**src/rtl/matrix_pkg.sv**
```systemverilog
// Shared definitions for the matrix datapath blocks (multiplier, serializer, loader).
package matrix_pkg;

  localparam int unsigned W_DEFAULT = 32;

  typedef enum logic {
    IDLE = 1'b0,
    SEND = 1'b1
  } state_e;

  // Index width for a count of v items, never narrower than one bit.
  function automatic int unsigned clog2_min1(input int unsigned v);
    return (v <= 1) ? 1 : $clog2(v);
  endfunction

endpackage

```
**src/rtl/matrix_result_serializer_if.sv**
```systemverilog
// Word-serial element stream: one matrix element per stb/ack handshake, tagged with row/col/last.
interface matrix_result_serializer_if #(
  parameter int unsigned W     = 32,
  parameter int unsigned ROW_W = 3,
  parameter int unsigned COL_W = 3
);

  logic [W-1:0]     z;
  logic [ROW_W-1:0] z_row;
  logic [COL_W-1:0] z_col;
  logic             z_last;
  logic             z_stb;
  logic             z_ack;

  modport master (output z, z_row, z_col, z_last, z_stb, input z_ack);
  modport slave  (input z, z_row, z_col, z_last, z_stb, output z_ack);

endinterface

```
**src/rtl/matrix_result_serializer.sv**
```systemverilog
// Captures the flattened result matrix in one handshake and replays it element by element,
// row-major, on the tagged word-serial stream.
module matrix_result_serializer
  import matrix_pkg::*;
#(
  parameter int unsigned n = 6,
  parameter int unsigned p = 6,
  parameter int unsigned W = W_DEFAULT
) (
  input  logic                       clk,
  input  logic                       rst,
  input  logic [0:W*n*p-1]           matrix_C,
  input  logic                       c_stb,
  output logic                       c_ack,
  matrix_result_serializer_if.master z_if,
  output logic [15:0]                frame_cnt
);

  localparam int unsigned NUM   = n * p;
  localparam int unsigned ROW_W = clog2_min1(n);
  localparam int unsigned COL_W = clog2_min1(p);
  localparam int unsigned IDX_W = clog2_min1(NUM);

  state_e           state_q, state_d;
  logic [IDX_W-1:0] idx_q, idx_d;
  logic [W-1:0]     buf_q [NUM];
  logic [W-1:0]     buf_d [NUM];
  logic [W-1:0]     z_q, z_d;
  logic [ROW_W-1:0] z_row_q, z_row_d;
  logic [COL_W-1:0] z_col_q, z_col_d;
  logic             z_last_q, z_last_d;
  logic             z_stb_q, z_stb_d;
  logic             c_ack_q, c_ack_d;
  logic [15:0]      frame_cnt_q, frame_cnt_d;

  // z_row_q/z_col_q double as the scan counters; idx_q tracks the flat index alongside them.
  always_comb begin
    state_d     = state_q;
    idx_d       = idx_q;
    buf_d       = buf_q;
    z_d         = z_q;
    z_row_d     = z_row_q;
    z_col_d     = z_col_q;
    z_last_d    = z_last_q;
    z_stb_d     = z_stb_q;
    c_ack_d     = c_ack_q;
    frame_cnt_d = frame_cnt_q;

    case (state_q)
      IDLE: begin
        c_ack_d = 1'b1;
        if (c_stb && c_ack_q) begin
          for (int unsigned i = 0; i < NUM; i++) begin
            buf_d[i] = matrix_C[i*W +: W];
          end
          // First element comes straight off the bus so it is valid the cycle after capture.
          z_d      = matrix_C[0 +: W];
          idx_d    = '0;
          z_row_d  = '0;
          z_col_d  = '0;
          z_last_d = (NUM == 1);
          z_stb_d  = 1'b1;
          c_ack_d  = 1'b0;
          state_d  = SEND;
        end
      end

      SEND: begin
        c_ack_d = 1'b0;
        if (z_if.z_ack) begin
          if (z_last_q) begin
            z_stb_d     = 1'b0;
            z_last_d    = 1'b0;
            frame_cnt_d = frame_cnt_q + 16'd1;
            c_ack_d     = 1'b1;
            state_d     = IDLE;
          end else begin
            idx_d = idx_q + IDX_W'(1);
            if (z_col_q == COL_W'(p - 1)) begin
              z_col_d = '0;
              z_row_d = z_row_q + ROW_W'(1);
            end else begin
              z_col_d = z_col_q + COL_W'(1);
            end
            for (int unsigned i = 0; i < NUM; i++) begin
              if (IDX_W'(i) == idx_d) begin
                z_d = buf_q[i];
              end
            end
            z_last_d = (z_row_d == ROW_W'(n - 1)) && (z_col_d == COL_W'(p - 1));
          end
        end
      end
    endcase
  end

  always_ff @(posedge clk) begin
    if (rst) begin
      state_q     <= IDLE;
      idx_q       <= '0;
      z_q         <= '0;
      z_row_q     <= '0;
      z_col_q     <= '0;
      z_last_q    <= 1'b0;
      z_stb_q     <= 1'b0;
      c_ack_q     <= 1'b1;
      frame_cnt_q <= '0;
      for (int unsigned i = 0; i < NUM; i++) begin
        buf_q[i] <= '0;
      end
    end else begin
      state_q     <= state_d;
      idx_q       <= idx_d;
      z_q         <= z_d;
      z_row_q     <= z_row_d;
      z_col_q     <= z_col_d;
      z_last_q    <= z_last_d;
      z_stb_q     <= z_stb_d;
      c_ack_q     <= c_ack_d;
      frame_cnt_q <= frame_cnt_d;
      buf_q       <= buf_d;
    end
  end

  // Ready is withheld while reset is asserted so the first capture lands on the first edge out of reset.
  assign c_ack         = c_ack_q & ~rst;
  assign z_if.z        = z_q;
  assign z_if.z_row    = z_row_q;
  assign z_if.z_col    = z_col_q;
  assign z_if.z_last   = z_last_q;
  assign z_if.z_stb    = z_stb_q;
  assign frame_cnt     = frame_cnt_q;

endmodule

```
**src/flat_wrapper.sv**
```systemverilog
// flat-port wrapper written by rule: the top's interface ports become plain ports
module matrix_result_serializer_flat import matrix_pkg::*;
#(
  parameter int unsigned n = 6,
  parameter int unsigned p = 6,
  parameter int unsigned W = W_DEFAULT
)
  (clk, rst, matrix_C, c_stb, c_ack, frame_cnt, z_if_z, z_if_z_row, z_if_z_col, z_if_z_last, z_if_z_stb, z_if_z_ack);
  matrix_result_serializer_if #(.W(W), .ROW_W(3), .COL_W(3)) z_if_i ();
  input  logic clk;
  input  logic rst;
  input  logic [0:W*n*p-1] matrix_C;
  input  logic c_stb;
  output logic c_ack;
  output logic [15:0] frame_cnt;
  output wire logic [$bits(z_if_i.z)-1:0] z_if_z;
  output wire logic [$bits(z_if_i.z_row)-1:0] z_if_z_row;
  output wire logic [$bits(z_if_i.z_col)-1:0] z_if_z_col;
  output wire logic [$bits(z_if_i.z_last)-1:0] z_if_z_last;
  output wire logic [$bits(z_if_i.z_stb)-1:0] z_if_z_stb;
  input wire logic [$bits(z_if_i.z_ack)-1:0] z_if_z_ack;
  assign z_if_z = z_if_i.z;
  assign z_if_z_row = z_if_i.z_row;
  assign z_if_z_col = z_if_i.z_col;
  assign z_if_z_last = z_if_i.z_last;
  assign z_if_z_stb = z_if_i.z_stb;
  assign z_if_i.z_ack = z_if_z_ack;
  matrix_result_serializer #(.n(n), .p(p), .W(W)) u_core (.clk(clk), .rst(rst), .matrix_C(matrix_C), .c_stb(c_stb), .c_ack(c_ack), .z_if(z_if_i), .frame_cnt(frame_cnt));
endmodule
```
**config.mk**
```make
export PLATFORM = sky130hd
export DESIGN_NAME = matrix_result_serializer_flat
export DESIGN_NICKNAME = d
export VERILOG_FILES = /design/src/rtl/matrix_pkg.sv /design/src/rtl/matrix_result_serializer_if.sv /design/src/rtl/matrix_result_serializer.sv /design/src/flat_wrapper.sv
export SDC_FILE = /design/constraint.sdc
export NUM_CORES = 2
export LEC_CHECK = 0
export BUFFER_PORTS_ARGS = -buffer_cell sky130_fd_sc_hd__buf_4
export CORE_AREA = 2 2 466 468
export CTS_CLUSTER_DIAMETER = 200
export DETAILED_ROUTE_END_ITERATION = 12
export DIE_AREA = 0 0 468 470
export HOLD_SLACK_MARGIN = 0.1
export RECOVER_POWER = 100
export SETUP_SLACK_MARGIN = 0.05
export SYNTH_ARGS = -nofsm -noshare
export SYNTH_HDL_FRONTEND = slang
export SYNTH_SLANG_ARGS = --single-unit
```
**constraint.sdc**
```tcl
create_clock -name clk -period 3.13 [get_ports clk]
set_clock_uncertainty 0.05 [all_clocks]
set_input_delay 0.626 -clock clk [delete_from_list [all_inputs] [get_ports clk]]
set_output_delay 0.626 -clock clk [all_outputs]
set_load 0.05 [all_outputs]
```
Yosys cells after proc, flatten, opt, wreduce, memory -nomap -nowiden
Cells that the tools add are included.
{"block": "totals", "reg_bits": 1216, "latch_bits": 0, "mem_bits_rw": 0, "rom_bits": 0, "inputBits": 1156, "output_inout_bits": 57, "n_memories": 0}
{"block": "op_classes", "addsub": 4, "multipliers": 0, "n_div": 0, "order_cmp": 0, "eq_ne": 43, "shift": 0, "muxes": 75, "bitwise_logic": 3, "n_reduce_logical": 9}
{"cell": "$mux W32", "n": 39}
{"cell": "$eq A5 B6 Y1 const A", "n": 16}
{"cell": "$pmux W32 S2", "n": 1}
{"cell": "$eq A4 B6 Y1 const A", "n": 8}
{"cell": "$mux W3", "n": 13}
{"cell": "$ne A37 B37 Y1 const B", "n": 1}
{"cell": "$eq A3 B6 Y1 const A", "n": 4}
{"cell": "$eq A6 B6 Y1 const A", "n": 4}
{"cell": "$mux W6", "n": 3}
{"cell": "$add A16 B1 Y16 const B", "n": 1}
{"cell": "$eq A2 B6 Y1 const A", "n": 2}
{"cell": "$mux W1", "n": 12}
{"cell": "$pmux W3 S2", "n": 2}
{"cell": "$pmux W6 S2", "n": 1}
{"cell": "$eq A3 B3 Y1 const B", "n": 3}
{"cell": "$reduce_and A3 Y1", "n": 3}
{"cell": "$pmux W1 S2", "n": 4}
{"cell": "$add A3 B1 Y3 const B", "n": 2}
{"cell": "$add A6 B1 Y6 const B", "n": 1}
{"cell": "$eq A1 B6 Y1 const A", "n": 1}
{"cell": "$logic_not A6 Y1", "n": 1}
{"cell": "$ne A2 B2 Y1 const B", "n": 3}
{"cell": "$reduce_and A2 Y1", "n": 2}
{"cell": "$reduce_and A4 Y1", "n": 1}
{"cell": "other kinds (4)", "n": 6}

Depth between registers and ports, before layout
{"block": "logic_depth", "depth_word": 41, "depth_mapped": 16}

Worst setup path before layout
No wires, ideal clock.
{"block": "synth_timing", "kind": "register to register", "startpoint": "register u_core.idx_q[0]", "endpoint": "register u_core.z_q[0], in the netlist u_core.z_if.z[0]", "setup_ns": 0.142, "arrival_ns": 3.019, "slack_ns": -0.082, "path_stages_with_launch": 15, "path_buffers": 5, "period_less_slack_ns": 3.212, "path_cell_list": "dfxtp_1 buf_2 inv_1 ha_1 clkbuf_1 inv_1 buf_2 nor2_1 a32o_1 o21a_1 clkbuf_1 nor2_1 clkbuf_1 a41o_1 a211oi_2"}
{"block": "synth_between", "elab_chain_len": 40, "word_cells_on_any_way": 77}
{"element": "start: declaration", "line": "matrix_result_serializer.sv:25", "text": "logic [IDX_W-1:0] idx_q, idx_d;"}
{"element": "start signal: assignment", "line": "matrix_result_serializer.sv:113", "text": "idx_q <= idx_d;"}
{"element": "$add A6 B1 Y6 *", "line": "matrix_result_serializer.sv:78", "text": "idx_d = idx_q + IDX_W'(1);"}
{"element": "$eq A1 B6 Y1", "line": "matrix_result_serializer.sv:86", "text": "if (IDX_W'(i) == idx_d) begin"}
{"element": "$mux W32 (35 in a row)", "line": "matrix_result_serializer.sv:86"}
{"element": "$mux W32", "line": "matrix_result_serializer.sv:71", "text": "if (z_last_q) begin"}
{"element": "$mux W32", "line": "matrix_result_serializer.sv:70", "text": "if (z_if.z_ack) begin"}
{"element": "$pmux W32 S2", "line": "matrix_result_serializer.sv:49", "text": "case (state_q)"}
{"element": "end signal: assignment", "line": "matrix_result_serializer.sv:114", "text": "z_q <= z_d;"}
{"element": "end: declaration", "line": "matrix_result_serializer.sv:28", "text": "logic [W-1:0] z_q, z_d;"}
Every way passes the cells marked *; elsewhere a longest branch is shown, timed or not. The select of a mux whose other input is x is not followed.
A chain may end at the register's enable or synchronous reset.

Worst setup path after layout
{"block": "layout_timing", "startpoint": "register u_core.idx_q[0]", "endpoint": "register u_core.z_q[14], in the netlist u_core.z_if.z[14]"}
Same word-level chain as after synthesis.

==> flow_summary_export.csv <==
group,metric,value,unit
clocking,cts-buffers-inserted,146,
synthesis,synth_mux_area_share,0.0183,%
timing,setup_tns,-87100,ps
synthesis,async_reset_ff_share,0,%
synthesis,yosysSeqAreaShare,44.5,%
placement,portBuffers,1212,
synthesis,synthXorXnorAreaFrac,0.272,%
clocking,htree_num_levels,4,
setup_path,critPathBufInv,10,
detailed_routing,routed_wl,405000,um
synthesis,synth_top_family_by_area,"compound AO/OA/AOI/OAI gates",
synthesis,synth_compound_gate_area_share,27.5,%
timing,slew_viol_final,0,
final_layout,final_cell_mix,"nand2_1, buf_4, a21oi_1",
clocking,clkSlewWorstSetupHoldPaths,60,ps
pwr,power_density,448,nW/um2
clocking,clk_latency,850,ps
die,die-area,220000,um2
synthesis,ys.flop_type,"dfxtp_1",
synthesis,synthCells,7403,
synthesis,synth_warnings,0,
final_layout,fill_cells,21400,
timing,relSlewSlack,4.89,%
final_layout,syn2layout_area_growth,75.3,%
detailed_routing,postRouteAntennaNets,0,
timing,finalHoldViolations,0,
final_layout,seqCellArea,24400,um2
final_layout,multi_input_area,31300,um2
die,die_h,470,um
pwr,ir_drop,0.584,mV
synthesis,synth_edf_count,0,
pwr,seq_power_share,41.0,%
setup_path,path_cells,"buf_6 -> buf_6 -> a21boi_2 -> buf_4 -> o31ai_4 -> buf_6 -> buf_12 -> buf_12 -> buf_4 -> o211ai_1 -> buf_12 -> nand2_2 -> a221oi_4 -> buf_4 -> o211ai_1 -> a211oi_4 -> buf_6 -> o21ai_2 -> a22o_1",
detailed_routing,drt-pass1-iter-count,7,
status,violations,"setup timing",
status,outcome,"finished with violations",
grt,grt_pass1_vias,69000,
pwr,pwr-share-comb,16.4,%
placement,hpwl,313000,um
final_layout,fin_util,44.5,%
pwr,swShare,29.1,%
pwr,p_leak,39.0,nW
detailed_routing,drtIter0Drc,7925,
detailed_routing,vias,72000,
min_path,hold_class,"in -> reg",
grt,grt_max_degree,203,
detailed_routing,vias_per_cell,5.35,
grt,grt_pass1_wl,542000,um
grt,antenna_found_initial,146,
grt,grt_overflow,0,
setup_path,cp_slowest_stage_delay,510,ps
clocking,cts_root_buf,"clkbuf_16",
pwr,power,43.0,mW
setup_path,crit_slowest_cell,"a211oi_4",
setup_path,crit_arrival,4510,ps
timing,finalCriticalPeriod,3840,ps
pwr,clock_power_share,42.6,%
setup_path,crit_type,"reg -> reg",
timing,fin_ws,-706,ps
final_layout,num-nets-final,11600,
synthesis,synth_cell_types,100,
pwr,internal_power,30.5,mW
clocking,clock_path_buffers,3,
die,io_pins,1213,
detailed_routing,drcViolationCount,0,
setup_path,path_max_fanout,24,
timing,fin_crit_sh,123,%
synthesis,avgSynthCellArea,7.39,um2
clocking,clock_sinks,1216,
die,initial_core_util,25.4,%
flow_run,cap_viol_max_count,0,
final_layout,drive_above_1_share,29.7,%
synthesis,synth-adder-area-share,0.160,%
detailed_routing,routedWlPerCell,30.1,um
placement,gp_congestion,0.987,
die,fp-row-count,171,
synthesis,synth_nets,8566,
synthesis,synth_seq_cells,1216,
timing,max_freq,261,MHz
setup_path,path_delay_family,"compound AO/OA/AOI/OAI gates",
setup_path,critPathRequiredTime,3800,ps
timing,setup-violations-final,507,
timing,worst_slew_pin_slew,1430,ps
setup_path,crit_top_cell,"buf_6",
final_layout,final_common_cell,"nand2_1",
pwr,switching_power,12.5,mW
synthesis,synth-simple-area-share,22.6,%
grt,grt_use_total,34.9,%
synthesis,synth_area,54700,um2
setup_path,crit_path_end_kind,"flop",
timing,rsz0062_at_grt,"yes",
die,core-area,216000,um2
timing,whs,133,ps
setup_path,critPathLaunchType,"flop",
clocking,cts_tree,"built",
die,fp.dieW,468,um
## metrics by stage
step	cells	instance area, um2	setup slack, ps
after global routing	13400	95900	-741
after global placement	11800	73900	-2760
after floorplan	7403	54700	56.3
after CTS	13300	94100	-649
after detailed placement	11800	74000	-1430
final	13500	95900	-706
## synth_stat cells (68+ instances only)
| cell type | count | area (um2) |
|---|---|---|
| nand2_1 | 2500 | 9380 |
| a21oi_1 | 1313 | 6570 |
| dfxtp_1 | 1216 | 24300 |
| clkbuf_1 | 542 | 2030 |
| nor2_1 | 284 | 1070 |
| o21ai_0 | 188 | 941 |
| o221ai_1 | 95 | 832 |
| buf_2 | 82 | 410 |
| a221oi_1 | 81 | 709 |
| a22oi_1 | 71 | 533 |
| nand3_1 | 68 | 340 |
## routing by layer
layer  track usage [%]  routed length [um]  vias to the layer above
met5                 0                 206                        -
met4              19.2               26700                       32
met3              5.93               31900                      924
met2              55.0              180000                     3993
met1              45.3              166000                    35100
li1                  -                   -                    32000
## state kept, by name (all words and copies together) (netlist names)
name / cells
u_core.buf_q: 1152
u_core.state_q: 1
u_core.c_ack_q: 1
u_core.z_if.z_row: 3
u_core.z_if.z_last: 1
u_core.z_if.z: 32
u_core.idx_q: 6
u_core.z_if.z_stb: 1
u_core.z_if.z_col: 3
u_core.frame_cnt: 16
## logic make-up after synthesis
group | count (synthesis)
fa+ha+maj | 7
flops | 1216
xor+xnor | 17
simple gates | 3089
buf+inv | 672
mux | 1
compound gates | 2401
## worst reg2reg max path: stages, from the launching register on
cell	delay [ps]
dfxtp_4	370
buf_6	130
buf_6	120
a21boi_2	160
buf_4	140
o31ai_4	70
buf_6	160
buf_12	120
buf_12	110
buf_4	140
o211ai_1	140
buf_12	220
nand2_2	160
a221oi_4	230
buf_4	150
o211ai_1	290
a211oi_4	520
buf_6	210
o21ai_2	60
a22o_1	190
## path summary, 6_finish.rpt
check                    start                 end  slack [ps]  cells after the start
max            u_core.idx_q[0]   u_core.z_if.z[14]        -710                     19
min              matrix_C[150]  u_core.buf_q[1001]         130                      3
max reg2reg    u_core.idx_q[0]   u_core.z_if.z[14]        -710                     19
min reg2reg  u_core.buf_q[487]   u_core.buf_q[487]         400                      2
## final cells by class
| class | count | area share [%] |
|---|---|---|
| multi-input combinational | 5517 | 32.6 |
| clock inverter | 61 | 0.906 |
| sequential | 1216 | 25.4 |
| clock buffer | 200 | 4.36 |
| inverter | 11 | 0.0522 |
| tap | 2854 | 3.72 |
| timing repair buffer | 3498 | 32.7 |
| antenna | 100 | 0.261 |
## power groups by stage
stage	sequential [mW]	combinational, mW	clock [mW]
after detailed placement	17.8	5.50	0
after global placement	17.9	5.43	0
after CTS	17.5	6.93	18.5
after global routing	17.6	7.40	19.1
after floorplan	17.3	2.31	0
final	17.6	7.03	18.3
## what timing repair did
item,in CTS,in global routing
hold endpoints to repair,1058,0
endpoints found under the setup margin,32,32
gates cloned,20,5
pin swaps,171,171
resized for setup,585,273
hold buffers,1057,0
buffers inserted,132,85
Note: power is estimated with default switching activity, not from simulation.
